### src/rtl/simon_data_in.sv
// Byte-serial frame receiver for the SIMON core.
// Assembles info/count/block/key fields and holds them until acknowledged.
module simon_data_in #(
  parameter int          N = 16,
  parameter int          M = 4,
  parameter int unsigned T = 32
) (
  input  logic                clk,
  input  logic                R,
  input  logic [7:0]          byteIN,
  input  logic                byteValid,
  output logic                readyIN,
  output logic [7:0]          infoIN,
  output logic [7:0]          countIN,
  output logic [1:0][N-1:0]   blockIN,
  output logic [M-1:0][N-1:0] KEY,
  output logic                newIN,
  output logic                errIN,
  input  logic                readIN
);

  localparam int BB = 2 * N / 8;
  localparam int KB = M * N / 8;
  localparam int MB = (BB > KB) ? BB : KB;
  localparam int CW = $clog2(MB);

  generate
    if (N % 8 != 0) begin : g_bad_n
      $error("simon_data_in: N must be a multiple of 8");
    end
  endgenerate

  typedef enum logic [2:0] {
    S_IDLE,
    S_COUNT,
    S_BLOCK,
    S_KEY,
    S_HOLD
  } state_t;

  state_t           r_state;
  logic [CW-1:0]    r_cnt;
  logic [7:0]       r_info;
  logic [7:0]       r_count;
  logic [2*N-1:0]   r_block;
  logic [M*N-1:0]   r_key;
  logic             r_new;
  logic             r_err;
  logic             w_take;
  logic             w_blast;
  logic             w_klast;

  assign readyIN = (r_state != S_HOLD);
  assign w_take  = byteValid && readyIN;
  assign w_blast = (r_cnt == CW'(BB - 1));
  assign w_klast = (r_cnt == CW'(KB - 1));

  assign infoIN  = r_info;
  assign countIN = r_count;
  assign blockIN = r_block;
  assign KEY     = r_key;
  assign newIN   = r_new;
  assign errIN   = r_err;

  always_ff @(posedge clk) begin
    if (R) begin
      r_state <= S_IDLE;
      r_cnt   <= '0;
      r_info  <= '0;
      r_count <= '0;
      r_block <= '0;
      r_key   <= '0;
      r_new   <= 1'b0;
      r_err   <= 1'b0;
    end else begin
      unique case (r_state)
        S_IDLE: begin
          if (w_take) begin
            r_info  <= byteIN;
            r_state <= S_COUNT;
          end
        end
        S_COUNT: begin
          if (w_take) begin
            r_count <= byteIN;
            r_err   <= (32'(byteIN) >= T);
            r_cnt   <= '0;
            if (r_info[7]) begin
              r_state <= S_BLOCK;
            end else if (r_info[6]) begin
              r_state <= S_KEY;
            end else begin
              r_state <= S_HOLD;
              r_new   <= 1'b1;
            end
          end
        end
        S_BLOCK: begin
          if (w_take) begin
            // Byte slots decoded against the counter keep indices constant.
            for (int b = 0; b < BB; b++) begin
              if (r_cnt == CW'(b)) r_block[b*8 +: 8] <= byteIN;
            end
            if (w_blast) begin
              r_cnt <= '0;
              if (r_info[6]) begin
                r_state <= S_KEY;
              end else begin
                r_state <= S_HOLD;
                r_new   <= 1'b1;
              end
            end else begin
              r_cnt <= r_cnt + 1'b1;
            end
          end
        end
        S_KEY: begin
          if (w_take) begin
            for (int b = 0; b < KB; b++) begin
              if (r_cnt == CW'(b)) r_key[b*8 +: 8] <= byteIN;
            end
            if (w_klast) begin
              r_cnt   <= '0;
              r_state <= S_HOLD;
              r_new   <= 1'b1;
            end else begin
              r_cnt <= r_cnt + 1'b1;
            end
          end
        end
        S_HOLD: begin
          if (readIN) begin
            r_new   <= 1'b0;
            r_state <= S_IDLE;
          end
        end
        default: r_state <= S_IDLE;
      endcase
    end
  end

endmodule

### config.mk
export PLATFORM = sky130hd
export DESIGN_NAME = simon_data_in
export DESIGN_NICKNAME = d
export VERILOG_FILES = /design/src/rtl/simon_data_in.sv
export SDC_FILE = /design/constraint.sdc
export NUM_CORES = 1
export LEC_CHECK = 0
export CORE_UTILIZATION = 45
export CTS_BUF_LIST = sky130_fd_sc_hd__clkbuf_8
export CTS_CLUSTER_SIZE = 8
export DETAILED_ROUTE_END_ITERATION = 10
export PLACE_DENSITY = 0.89
export SLEW_MARGIN = 20
export SYNTH_ARGS = -nofsm -noshare
export SYNTH_HDL_FRONTEND = slang
export SYNTH_SLANG_ARGS = --single-unit
### constraint.sdc
create_clock -name clk -period 1.6 [get_ports clk]
set_input_delay 0.16 -clock clk [delete_from_list [all_inputs] [get_ports clk]]
set_output_delay 0.16 -clock clk [all_outputs]
set_load 0.005 [all_outputs]
==> results of run 1 <==
==> cells in the mapped netlist <==
library cell	count
nor4b_1	1
dfxtp_1	120
nand2b_1	2
inv_1	6
nand3_1	3
nand2_4	2
nor3_1	4
or2_2	1
nor2_1	104
nor2_8	3
o22ai_1	1
nor4_1	2
nor2b_1	3
or3_1	2
buf_4	1
nand4_1	1
buf_2	16
o21ai_1	1
mux2_2	1
a21o_1	1
o31ai_1	1
xor2_1	1
nand2_2	2
mux2i_1	96
buf_6	2
clkbuf_1	15
nor2_4	3
nor3b_1	2
and3_1	1
a21oi_1	22
a22o_1	1
nand2_1	37
nor4bb_1	1
ha_1	7
or4b_1	1
nor4_4	3
a211oi_1	2
o21ai_0	2
nand4b_4	1
==> kinds of logic (layout without fill, tap and decap cells) <==
logic type | Yosys count | count (layout)
DFF | 120 | 120
buffers and inverters | 40 | 213
xor gates and xnor gates | 1 | 1
muxes | 97 | 97
and+or+nand+nor | 179 | 179
AOI/OAI and AO/OA | 31 | 31
adders and majority gates | 7 | 7
==> flip-flops by register name (all words and copies together), names as in the netlist <==
name	cells
errIN	1
blockIN	32
newIN	1
r_state	3
r_cnt	3
KEY	64
countIN	8
infoIN	8
==> timing repair <==
action,4_1_cts,5_1_grt
setup buffers,6,0
endpoints found under the setup margin,54,110
gates resized for setup,25,33
pin swaps,10,28
==> stage by stage <==
step / hold slack, ps / cell area (µm²) / util [%] / TNS [ps] / instances
2_1_floorplan: 307.2 / 4745 / - / -854.3 / 475
3_3_place_gp: 442.5 / 6444 / 62.70 / -10710 / 747
3_5_place_dp: 446.8 / 6444 / 62.70 / -12770 / 747
4_1_cts: 144.8 / 6983 / 67.95 / -271.4 / 785
5_1_grt: 149.3 / 7124 / 69.32 / -2708 / 784
6_report: 149.6 / 7124 / 69.32 / -373.9 / 784
==> routing by layer <==
metal  wire, µm  track usage (%)  vias up
met1       5438            28.43     1882
met5          0                0        -
met4        249            8.265        0
met2       6655            42.57      123
li1           -                -     1902
met3        919            8.647       23
==> final cells by class <==
cell class                      count  area share [%]
Clock buffer                       18           3.477
Clock inverter                     14           2.107
Inverter                            6          0.4215
Multi-Input combinational cell    315           32.46
Sequential cell                   120           33.86
Tap cell                          136           2.388
Timing Repair Buffer              175           25.29
==> power by group through the flow <==
stage	Combinational [W]	Clock, W	Sequential [W]
after floorplan	0.000251	0	0.00312
after global placement	0.000463	0	0.00312
after detailed placement	0.000479	0	0.00312
after CTS	0.000508	0.00276	0.00305
after global routing	0.000592	0.00291	0.00306
final	0.000550	0.00272	0.00305
==> cell usage in the layout (no fill, tap or decap), types with 2 or more instances in the layout <==
cell type / n
a21oi_1: 22
nor2b_1: 2
nor2_4: 3
ha_4: 6
dfxtp_2: 5
nand3_1: 2
buf_12: 12
or3_4: 2
mux2i_1: 96
nor2_1: 103
clkdlybuf4s50_1: 124
nand2_4: 4
o21ai_0: 2
nor4_4: 3
clkinv_4: 3
dfxtp_1: 114
buf_4: 31
a211oi_1: 2
bufinv_16: 2
buf_6: 7
clkinvlp_4: 4
clkbuf_8: 18
nor2_8: 3
inv_1: 6
nand2_1: 36
nor3_1: 4
inv_6: 4
==> worst paths after layout <==
check	endpoint	slack [ps]	depth (start not counted)
max	blockIN[10]$_SDFFE_PP0P_	-50	5
max reg2reg	blockIN[10]$_SDFFE_PP0P_	-50	5
min reg2reg	countIN[0]$_SDFFE_PP0P_	460	2
min	blockIN[4]$_SDFFE_PP0P_	150	2
==> results.txt, run 1 <==
Post-synthesis compound-gate area fraction -> 3.598%
Cell Int Power -> 0.004709 W
Die Span X -> 104.5 µm
Ports -> 127
RSZ-0062 raised after global routing -> yes
Syn avg cell area -> 9.957 µm²
Final Hold Vio Count -> 0
Worst setup path start -> r_state[0]$_SDFFE_PP0P_
CTS Hold Bufs -> 0
Clk sink count -> 120
First-pass GRT wire length -> 20800 µm
Distinct cells, synth -> 39
Port Buffers -> 126
Hpwl dp -> 8771 µm
Drt drc -> 0
Worst Path Buf+Inv -> 1
Clock buffer depth -> 2
Die ar. -> 10920 µm²
Layout overhead on the synthesized area -> 50.63%
Final Critical Period -> 1652 ps
Root buf cell -> clkbuf_8
DR vias/cell -> 5.013
Pre-CTS WS -> -224.7 ps
Row Count -> 37
Simple-gate area share of the yosys netlist -> 19.02%
Seq pwr share -> 48.3%
Leak -> 2.689 nW
Die Y -> 104.5 µm
Tcrit/Tclk final -> 103.3%
Drt total wl -> 13260 µm
Final Skew -> 16.47 ps
Setup crit end kind -> register
Max Clk Rate -> 605.3 MHz
Via Count -> 3930
Synth area leader -> dfxtp_1
Number of CTS-inserted buffers -> 17
Diode count -> 0
FF/Latch Area -> 2412 µm²
First-pass detailed-route iteration total -> 4
Remaining antenna violation count -> 0
Total core area -> 10280 µm²
XOR/XNOR Fraction of Synth Area -> 0.1852%
Final setup fails -> 21
Critical Path AT -> 1980 ps
Mapped Cells -> 475
Seq/Total Area, Yosys -> 50.79%
Clock Latency Late Sink -> 430 ps
Clock Power Share -> 43.0%
Fill count -> 767
Flops & latches, synth -> 120
TritonCTS clock tree -> yes
Vias in the first global route -> 4050
Max FO, Critical Path -> 8
Critical path required time -> 1920 ps
Worst setup SP type -> register
Synth warn -> 0
Multi-input gate area -> 2312 µm²
Worst Tran Pin Value -> 441.0 ps
Synth area leaders -> dfxtp_1, mux2i_1, nor2_1
Hold path startpoint -> R
Drt initial violations -> 147
Worst-path clk slew -> 80 ps
Final-report max-slew violation count -> 0
Max Cap Viol -> 0
Syn Std Cell Area -> 4730 µm²
Largest family of logic cells by synthesized area -> multiplexers
GRT Total Usage -> 24.74%
Power density of the placed cells -> 887.2 nW/µm²
Synthesized Nets -> 494
CP top delay family -> simple AND/OR/NAND/NOR gates
Max stage delay on crit path -> 560 ps
Starting density of the core -> 46.02%
Relative slew margins -> 70.60%
Failing checks -> negative setup slack
Final worst setup slack -> -52.17 ps
Post-synthesis adder-cell area fraction -> 1.852%
Reg2reg start -> r_state[0]$_SDFFE_PP0P_
Share of cells above drive strength 1 -> 18.83%
Total power -> 0.006321 W
Drt wl/cell -> 16.92 µm
Largest net degree at the start of global routing -> 40
Gpl congestion -> 0.8538
Top cell type's share of synthesized area -> 50.79%
WS Path Type -> reg2reg
Nets -> 654
Combinational share of power -> 8.7%
Total gr overflow -> 0
Switching power total -> 0.001612 W
Htree depth -> 4
Antenna violations before repair -> 0
HP Class -> in2reg
Mux cell area share after synthesis -> 20.56%
Net Sw Frac -> 25.51%
Crit-path cells -> or4b_4 -> buf_6 -> nor2_8 -> mux2i_1 -> nor2_1
Status -> complete, but fails checks
Peak VDD IR -> 0.6480 mV
Critical Path Slowest Stage Cell -> or4b_4
(Power assumes the default switching activity.)
==> run 2, diff against run 1 <==
Settings changed: RECOVER_POWER set to 25.
==> results.txt, run 2 (synthesis gave the netlist of run 1 again) <==
Max stage delay on crit path -> 560 ps (about the same)
Failing checks -> negative setup slack
Leak -> 2.739 nW (+1.9%)
Drt wl/cell -> 16.91 µm (about the same)
Clock Power Share -> 43.0% (about the same)
Critical Path AT -> 1980 ps (about the same)
Row Count -> 37 (unchanged)
Cell Int Power -> 0.004704 W (-0.10%)
Final Critical Period -> 1652 ps (-0.4476 ps)
Via Count -> 3939 (+0.23%)
Final setup fails -> 22 (+4.8%)
Remaining antenna violation count -> 0 (unchanged)
Final worst setup slack -> -51.73 ps (+0.4476 ps)
Status -> complete, but fails checks
Vias in the first global route -> 4050 (unchanged)
Peak VDD IR -> 0.6475 mV (about the same)
Crit-path cells -> or4b_4 -> buf_6 -> nor2_8 -> mux2i_1 -> nor2_1
Switching power total -> 0.001611 W (-0.11%)
Most common library cell in the layout ignoring fill and taps -> dfxtp_1
Largest net degree at the start of global routing -> 40 (unchanged)
Root buf cell -> clkbuf_8
Share of cells above drive strength 1 -> 18.52% (-0.31 points)
Hpwl dp -> 8771 µm (unchanged)
Commonest cells after routing, fill and taps aside -> dfxtp_1, clkdlybuf4s50_1, nor2_1
Net Sw Frac -> 25.51% (about the same)
Ports -> 127 (unchanged)
HP Class -> in2reg
Pre-CTS WS -> -224.7 ps (unchanged)
Total core area -> 10280 µm² (unchanged)
DR vias/cell -> 5.024 (+0.23%)
Min Hold Slack -> 149.7 ps (+0.1180 ps)
Seq pwr share -> 48.4% (about the same)
Nets -> 654 (unchanged)
Final-report max-slew violation count -> 0 (unchanged)
TritonCTS clock tree -> yes
Final Skew -> 15.88 ps (-0.5944 ps)
Port Buffers -> 126 (unchanged)
Non-Filler Instances -> 784 (unchanged)
Multi-input gate area -> 2302 µm² (-0.43%)
Starting density of the core -> 46.02% (unchanged)
Clock buffer depth -> 2 (unchanged)
Clk sink count -> 120 (unchanged)
Clock Latency Late Sink -> 430 ps (about the same)
Worst setup SP type -> register
Max Cap Viol -> 0 (unchanged)
RSZ-0062 raised after global routing -> yes
Drt initial violations -> 146 (-0.68%)
First-pass GRT wire length -> 20800 µm (unchanged)
Critical Path Slowest Stage Cell -> or4b_4
Setup crit end kind -> register
Worst-path clk slew -> 80 ps (about the same)
Power density of the placed cells -> 887.6 nW/µm² (about the same)
Combinational share of power -> 8.6% (about the same)
Setup TNS -> -361.7 ps (+12.20 ps)
Final Hold Vio Count -> 0 (unchanged)
Antenna violations before repair -> 0 (unchanged)
Total power -> 0.006314 W (-0.10%)
Dpl cells -> 747 (unchanged)
Total gr overflow -> 0 (unchanged)
Max FO, Critical Path -> 8 (unchanged)
Relative slew margins -> 70.72% (+0.12 points)
Htree depth -> 4 (unchanged)
Die ar. -> 10920 µm² (unchanged)
Number of CTS-inserted buffers -> 17 (unchanged)
Drt drc -> 0 (unchanged)
Die Span X -> 104.5 µm (unchanged)
Tcrit/Tclk final -> 103.2% (about the same)
Max FFs per register -> 64 (unchanged)
GRT Total Usage -> 24.74% (unchanged)
Layout overhead on the synthesized area -> 50.42%
Critical path required time -> 1920 ps (about the same)
Die Y -> 104.5 µm (unchanged)
FF/Latch Area -> 2412 µm² (unchanged)
Max Clk Rate -> 605.4 MHz (about the same)
WS Path Type -> reg2reg
Gpl congestion -> 0.8538 (unchanged)
Fill count -> 769 (+0.26%)
Drt total wl -> 13260 µm (about the same)
First-pass detailed-route iteration total -> 4 (unchanged)
Worst Tran Pin Value -> 439.2 ps (-1.827 ps)
Diode count -> 0 (unchanged)
## run 2: cell count changes in the layout (fill, tap and decap cells not counted)
| cell | before | now |
|---|---|---|
| nor2b_2 | 1 | 0 |
| nand2b_4 | 1 | 0 |
| nor2b_1 | 2 | 3 |
| nand2b_1 | 1 | 2 |
| clkdlybuf4s50_1 | 124 | 109 |
| dlygate4sd3_1 | 0 | 15 |
## run 2: final timing paths
| kind | startpoint | endpoint | slack (ps) | depth (start not counted) |
|---|---|---|---|---|
| min reg2reg | countIN[0]$_SDFFE_PP0P_ | countIN[0]$_SDFFE_PP0P_ | 460 | 2 |
| min | R | blockIN[4]$_SDFFE_PP0P_ | 150 | 2 |
| max reg2reg | r_state[0]$_SDFFE_PP0P_ | blockIN[10]$_SDFFE_PP0P_ | -50 | 5 |
| max | r_state[0]$_SDFFE_PP0P_ | blockIN[10]$_SDFFE_PP0P_ | -50 | 5 |
## run 2: critical path: cells and delay by family (launching register included)
| kind | cells | cell delay (ps) |
|---|---|---|
| flip-flops | 1 | 330 |
| buffers and inverters | 1 | 160 |
| AND/OR/NAND/NOR | 3 | 820 |
| multiplexers | 1 | 230 |
## run 2: area by class of cell
type | instances | area share [%]
Clock buffer | 18 | 3.482
Clock inverter | 14 | 2.110
Inverter | 6 | 0.4221
Multi-Input combinational cell | 315 | 32.36
Sequential cell | 120 | 33.91
Tap cell | 136 | 2.392
Timing Repair Buffer | 175 | 25.33
## run 2: power groups by stage
stage	Sequential (W)	Clock, W	Combinational [W]
3_3_place_gp	0.00312	0	0.000463
2_1_floorplan	0.00312	0	0.000251
6_report	0.00305	0.00272	0.000545
4_1_cts	0.00305	0.00276	0.000508
5_1_grt	0.00306	0.00291	0.000586
3_5_place_dp	0.00312	0	0.000479
## run 2: timing repair
action,CTS,global route
hold buffers,0,0
setup endpoints to repair,54,110
setup buffers,6,0
pin swaps,10,28
cloned,0,0
resized for setup,25,33
## run 2: per-layer routing
metal | global-route usage (%) | wire length (µm) | vias to the layer above
met5 | 0 | 0 | -
met1 | 28.43 | 5437 | 1891
met4 | 8.265 | 242 | 0
met2 | 42.57 | 6684 | 121
li1 | - | - | 1903
met3 | 8.647 | 890 | 24
## run 2: stage by stage
stage	util (%)	instance area (µm²)
final	69.22	7114
after global routing	69.22	7114
after CTS	67.95	6983
after detailed placement	62.70	6444
after global placement	62.70	6444
after floorplan	-	4745
==> run 3, diff against run 2 <==
Settings changed: CAP_MARGIN set to 20, CORE_UTILIZATION 45 to 40, PLACE_DENSITY 0.89 to 0.82.
==> results.txt, run 3 (synthesis gave the netlist of run 1 again) <==
Max Cap Viol -> 0 (unchanged)
Final Hold Vio Count -> 0 (unchanged)
Clk sink count -> 120 (unchanged)
Htree depth -> 4 (unchanged)
Critical path required time -> 1920 ps (about the same)
Antenna violations before repair -> 0 (unchanged)
Die Y -> 110.7 µm (+5.9%)
Die Span X -> 110.7 µm (+5.9%)
Total core area -> 11470 µm² (+12%)
Clock Power Share -> 44.7% (+1.7 points)
Nets -> 652 (-0.31%)
Row Count -> 39 (+5.4%)
Ports -> 127 (unchanged)
Relative slew margins -> 70.58% (-0.14 points)
Max FFs per register -> 64 (unchanged)
Final Critical Period -> 1634 ps (-17.68 ps)
Worst Tran Pin Value -> 441.3 ps (+2.102 ps)
Critical Path AT -> 1950 ps (-30 ps)
Peak VDD IR -> 0.6359 mV (-1.8%)
TritonCTS clock tree -> yes
Worst reg2reg path depth -> 6 (+1)
Largest net degree at the start of global routing -> 48 (+20%)
Leak -> 2.817 nW (+2.8%)
First-pass GRT wire length -> 20960 µm (+0.76%)
DR vias/cell -> 4.987 (-0.73%)
Total gr overflow -> 0 (unchanged)
FF/Latch Area -> 2412 µm² (unchanged)
Status -> complete, but fails checks
Hpwl dp -> 8903 µm (+1.5%)
Combinational share of power -> 8.3% (-0.3 points)
Max FO, Critical Path -> 8 (unchanged)
RSZ-0062 raised after global routing -> yes
Clock buffer depth -> 2 (unchanged)
HP Class -> in2reg
Share of cells above drive strength 1 -> 18.58% (+0.057 points)
Root buf cell -> clkbuf_8
Die ar. -> 12260 µm² (+12%)
Worst-path clk slew -> 80 ps (about the same)
Fill count -> 936 (+22%)
Design area -> 7156 µm² (+0.58%)
GRT Total Usage -> 22.17% (-2.6 points)
First-pass detailed-route iteration total -> 4 (unchanged)
Final-report max-slew violation count -> 0 (unchanged)
Via Count -> 3935 (-0.10%)
Drt wl/cell -> 17.29 µm (+2.3%)
Drt drc -> 0 (unchanged)
Diode count -> 0 (unchanged)
Setup crit end kind -> register
WS Path Type -> reg2reg
Drt initial violations -> 178 (+22%)
Total power -> 0.006490 W (+2.8%)
Final worst setup slack -> -34.04 ps (+17.68 ps)
Port Buffers -> 126 (unchanged)
Failing checks -> negative setup slack
Layout overhead on the synthesized area -> 51.30%
Switching power total -> 0.001641 W (+1.9%)
Drt total wl -> 13640 µm (+2.9%)
Util after Layout -> 62.40% (-6.8 points)
Number of CTS-inserted buffers -> 17 (unchanged)
Gpl congestion -> 0.8501 (-0.43%)
Min Hold Slack -> 141.8 ps (-7.937 ps)
Net Sw Frac -> 25.29% (-0.22 points)
Worst setup SP type -> register
Tcrit/Tclk final -> 102.1% (-1.1 points)
Most common library cell in the layout ignoring fill and taps -> dfxtp_1
Vias in the first global route -> 4004 (-1.1%)
Final Skew -> 8.681 ps (-7.199 ps)
Seq pwr share -> 47.0% (-1.4 points)
Cell Int Power -> 0.004849 W (+3.1%)
Clock Latency Late Sink -> 440 ps (about the same)
Multi-input gate area -> 2307 µm² (+0.22%)
Placed cell area -> 6445 µm² (about the same)
Power density of the placed cells -> 907.0 nW/µm² (+2.2%)
Final setup fails -> 11 (-50%)
Max Clk Rate -> 612.0 MHz (+1.1%)
Remaining antenna violation count -> 0 (unchanged)
Commonest cells after routing, fill and taps aside -> dfxtp_1, nor2_1, mux2i_1
Hold depth -> 2 (unchanged)
Starting density of the core -> 41.24% (-4.8 points)
run 3: changes by cell type in the layout (fill, tap and decap cells not counted), moves of 2 or more:
cell and delta:
buf_4 -6, clkbuf_2 +2, clkdlybuf4s50_1 -21, dfxtp_2 -3
dfxtp_1 +2, dlygate4sd3_1 +21
run 3: area by class of cell:
| type | count | area share (%) |
|---|---|---|
| multi-input cells | 315 | 32.24 |
| well taps | 143 | 2.500 |
| repair buffers | 173 | 25.18 |
| clock inverters | 14 | 2.448 |
| flip-flops and latches | 120 | 33.71 |
| clock buffers | 18 | 3.462 |
| inverters | 6 | 0.4546 |
run 3: worst max-delay path, cell delays in order (launching register included):
cell     delay, ps
dfxtp_4        380
ha_4           160
ha_4           150
nand3_4         80
or3_4          460
mux2i_2        220
nor2_1          70
run 3: through the flow:
stage / cells / TNS (ps) / worst slack (ps)
CTS: 788 / -397.4 / -56.65
finish: 789 / -188.8 / -34.04
global placement: 748 / -7469 / -195.4
detailed placement: 748 / -9902 / -271.7
global route: 789 / -3194 / -98.20
floorplan: 475 / -854.3 / -51.39
run 3: power by group through the flow:
stage / logic, W / clock network (W) / registers [W]
finish: 0.000539 / 0.00290 / 0.00305
global route: 0.000574 / 0.00308 / 0.00306
CTS: 0.000511 / 0.00294 / 0.00305
detailed placement: 0.000476 / 0 / 0.00312
global placement: 0.000459 / 0 / 0.00312
floorplan: 0.000251 / 0 / 0.00312
run 3: worst paths after layout:
check / start / to / slack (ps)
worst max-delay path: r_cnt[1]$_SDFFE_PP0P_ / blockIN[27]$_SDFFE_PP0P_ / -30
worst min-delay path: R / blockIN[25]$_SDFFE_PP0P_ / 140
worst max register to register: r_cnt[1]$_SDFFE_PP0P_ / blockIN[27]$_SDFFE_PP0P_ / -30
worst min register to register: infoIN[4]$_SDFFE_PP0P_ / infoIN[4]$_SDFFE_PP0P_ / 450
run 3: what timing repair did:
action                     CTS  global route
pin swaps                    9            15
hold buffers                 0             0
gates cloned                 0             0
setup endpoints to repair   60           104
resized for setup           27            29
buffers inserted             8             2
run 3: per-layer routing:
layer / vias to the layer above / track usage, % / part of all wire, %
li1: 1899 / - / -
met1: 1883 / 25.34 / 41
met2: 136 / 38.76 / 50
met3: 17 / 6.561 / 7.2
met4: 0 / 8.533 / 1.3
met5: - / 0 / 0
==> variant 1 (config.mk and constraints of run 2) <==
Set the parameter `N` to 8 (it was 16).
--- a/src/rtl/simon_data_in.sv
+++ b/src/rtl/simon_data_in.sv
@@ -1,7 +1,7 @@
 // Byte-serial frame receiver for the SIMON core.
 // Assembles info/count/block/key fields and holds them until acknowledged.
 module simon_data_in #(
-  parameter int          N = 16,
+  parameter int          N = 8,
   parameter int          M = 4,
   parameter int unsigned T = 32
 ) (
Interface: changed (resized KEY and blockIN); port bits go from 127 to 79. No check against the original RTL was run, so the function may have changed too.
==> variant 1 against run 2 <==
- routed wire length decreased by 38%
- total power decreased by 33%
- clock power decreased by 38%
- via count decreased by 27%
- count of clock-buffer cells in the layout decreased by 9
- design area decreased by 42%
- sequential cell count decreased by 49
- worst setup slack improved by 98 ps
- combinational power increased by 15%
- area after synthesis decreased by 37%
==> variant 1: results (changes against run 2) <==
P_int=0.00313 W (was 0.00470 W); clk_lat worst skew=340 ps (was 430 ps); die span in x=83.4 um (was 105 um); global-route wire length before repair=13.2 mm (was 20.8 mm); buffering overhead=0.236 (was 0.253); Worst R2R Path Depth=6 (was 5); wl on met1=3.60 mm (was 5.44 mm); max reg flops=32 (was 64); # H-tree levels=3 (was 4); Place WS=-15.1 ps (was -225 ps); DRT iter0 DRCs=322 (was 146); area of the multi-input gates=1350 um^2 (was 2300 um^2); met3 WL=642 um (was 890 um); M3 GR Usage=0.0626 (was 0.0865); fill count=523 (was 769); I/O Buffers=78 (was 126); top post-synthesis cells by area=dfxtp_1 48%, a21oi_1 9.9%, nand3_1 8.4% (was dfxtp_1 51%, mux2i_1 20%, nor2_1 8.3%); Comb. pwr=0.000626 W (was 0.000545 W); Worst R2R Start=r_cnt[0]$_SDFFE_PP0P_ (was r_state[0]$_SDFFE_PP0P_); met2 GRT Util=0.381 (was 0.426); achievable frequency=0.644 GHz (was 0.605 GHz); final worst clock skew=8.21 ps (was 15.9 ps); layout cells sized above 1=0.114 (was 0.185); Slowest-stage cell, CP=or3b_4 (was or4b_4); met2 wire len=3.91 mm (was 6.68 mm); worst hold slack=218 ps (was 150 ps); Register Area=1430 um^2 (was 2410 um^2); via count=2871 (was 3939); Area after DPL=3860 um^2 (was 6440 um^2); sequential cell area share=0.349 (was 0.339); Peak VDD IR=0.676 mV (was 0.647 mV); clk pwr=0.00170 W (was 0.00272 W); Tightest Pin Transition=538 ps (was 439 ps); final net count=440 (was 654); GR Util All Layers=0.240 (was 0.247); status=finished clean (was finished, violations left); Critical Path Max Stage Delay=410 ps (was 560 ps); routability cong.=0.880 (was 0.854); Pleak=1.50 nW (was 2.74 nW)
## variant 1: cell types whose count changed after synthesis, sizes merged, moves of 37 or more
cell | before | now
dfxtp | 120 | 71
a21oi | 22 | 59
nand3 | 3 | 51
o21ai | 3 | 52
nor2 | 110 | 13
mux2i | 96 | 9
## variant 1: repair_timing
action                                  4_1_cts  5_1_grt
setup buffers                                 0        0
gates resized for setup                       4        3
pin swaps                                     0        1
endpoints found under the setup margin        1        2
gates cloned                                  0        0
## variant 1: cell families after synthesis
kind of cell / share of synthesized area
AO/OA/AOI/OAI: 0.219
flip-flops: 0.476
multiplexers: 0.0302
AND/OR/NAND/NOR: 0.179
buffers and inverters: 0.0742
adder cells (fa/ha/maj): 0.0210
## variant 1: metrics by stage
step / std cells / power [W] / setup TNS, ps
2_1_floorplan: 352 / 0.00229 / 0
3_3_place_gp: 489 / 0.00252 / 0
3_5_place_dp: 489 / 0.00254 / -15.1
4_1_cts: 505 / 0.00422 / 0
5_1_grt: 505 / 0.00437 / 0
6_report: 505 / 0.00421 / 0
==> variant 2 (flow settings as in run 2) <==
Without the edit above. Encoding of `state_t`: now Gray code (3 bits for 5 states).
--- a/src/rtl/simon_data_in.sv
+++ b/src/rtl/simon_data_in.sv
@@ -31,11 +31,11 @@
   endgenerate
 
   typedef enum logic [2:0] {
-    S_IDLE,
-    S_COUNT,
-    S_BLOCK,
-    S_KEY,
-    S_HOLD
+    S_IDLE  = 3'b000,
+    S_COUNT = 3'b001,
+    S_BLOCK = 3'b011,
+    S_KEY   = 3'b010,
+    S_HOLD  = 3'b110
   } state_t;
 
   state_t           r_state;
Behaviour: no difference found for any inputs over 4 cycles, from zero or initial values; so few cycles prove little.
==> variant 2 against run 2 <==
- the flow still finishes with violations (negative setup slack)
- sequential cell count is the same
- area after synthesis is 2.8% lower
- critical endpoint is now newIN$_SDFFE_PP0P_
- design area shrank 3.9%
- critical path type unchanged
- combinational power grew 7.7%
- via count shrank 1.5%
- largest cell class unchanged
- routed wire length up 0.16%
- fmax grew 0.56%
- total power down 3.9%
- worst setup slack better by 9.2 ps
==> variant 2: results (changes against run 2) <==
XOR/XNOR Fraction of Synth Area=0 (was 0.00185); final worst clock skew=6.47 ps (was 15.9 ps); reg2reg end=newIN$_SDFFE_PP0P_ (was blockIN[10]$_SDFFE_PP0P_); setup TNS after final layout=-166 ps (was -362 ps); critical-path maximum fanout=4 (was 8); ClkCell Share=0.0496 (was 0.0559); layout cells sized above 1=0.155 (was 0.185); status=finished, violations left (unchanged); Routed WL=13.3 mm (about the same); worst rel slew slack=0.697 (was 0.707); failing checks=negative setup slack (unchanged); GR Util All Layers=0.254 (was 0.247); Multi-In Gates=306 (was 315); wire per inst=17.5 um (was 16.9 um); row count=36 (was 37); Peak VDD IR=0.546 mV (was 0.647 mV); routability cong.=0.910 (was 0.854); final setup fails=7 (was 22); Logic pwr share=0.097 (was 0.086); DRT iter0 DRCs=151 (was 146); # clk buffers=20 (was 18); detailed placement HPWL=9.21 mm (was 8.77 mm); Worst R2R Start=r_cnt[0]$_SDFFE_PP0P_ (was r_state[0]$_SDFFE_PP0P_); Sequential Power Share=0.511 (was 0.484); library cells used by synthesis=29 (was 39); fill count=751 (was 769); pin count of the biggest net entering global routing=43 (was 40); clk_lat worst skew=400 ps (was 430 ps); Cells after Synth=460 (was 475); Register Area=2410 um^2 (about the same); worst hold slack=169 ps (was 150 ps); Non-clock buffers=168 (was 175); Pleak=2.50 nW (was 2.74 nW); switching power=0.00146 W (was 0.00161 W); post-synth net total=479 (was 494); global-route wire length before repair=19.9 mm (was 20.8 mm); Seq/Total Area, Yosys=0.523 (was 0.508); area of the multi-input gates=2190 um^2 (was 2300 um^2); top post-synthesis cells by area=dfxtp_1 52%, mux2i_1 23%, nor2_1 9.1% (was dfxtp_1 51%, mux2i_1 20%, nor2_1 8.3%); Worst R2R Path Depth=6 (was 5); Final WS setup=-42.5 ps (was -51.7 ps); final net count=636 (was 654); vias in the first global route=3852 (was 4050); Inst Count DP=728 (was 747); power per cell area=887 nW/um^2 (was 888 nW/um^2); Slowest-stage cell, CP=or3_1 (was or4b_4)
variant 2: cell types whose count changed in the layout (fill, tap and decap cells not counted), moves of 4 or more:
| cell | change |
|---|---|
| clkdlybuf4s50_1 | +15 |
| dlygate4sd3_1 | -15 |
| nand2_1 | -14 |
| mux2i_1 | +9 |
| nor2_1 | +8 |
| a21oi_1 | -7 |
| clkinvlp_4 | -4 |
variant 2: cell families after synthesis:
group                      Yosys count
buffers and inverters               34
muxes                              105
and+or+nand+nor                    168
DFF                                120
AOI/OAI and AO/OA                   26
adders and majority gates            7
variant 2: metal layers:
metal | wire length [um] | share of wire | GRT usage | up-vias
met5 | 0 | 0 | 0 | -
met4 | 163 | 0.012 | 0.0997 | 0
met3 | 799 | 0.060 | 0.0773 | 10
met2 | 7070 | 0.53 | 0.447 | 113
met1 | 5240 | 0.39 | 0.289 | 1909
li1 | - | - | - | 1846
variant 2: what timing repair did:
item,in CTS,in global routing
gates resized for setup,17,21
setup endpoints to repair,20,65
buffers inserted,1,2
pin swaps,2,4
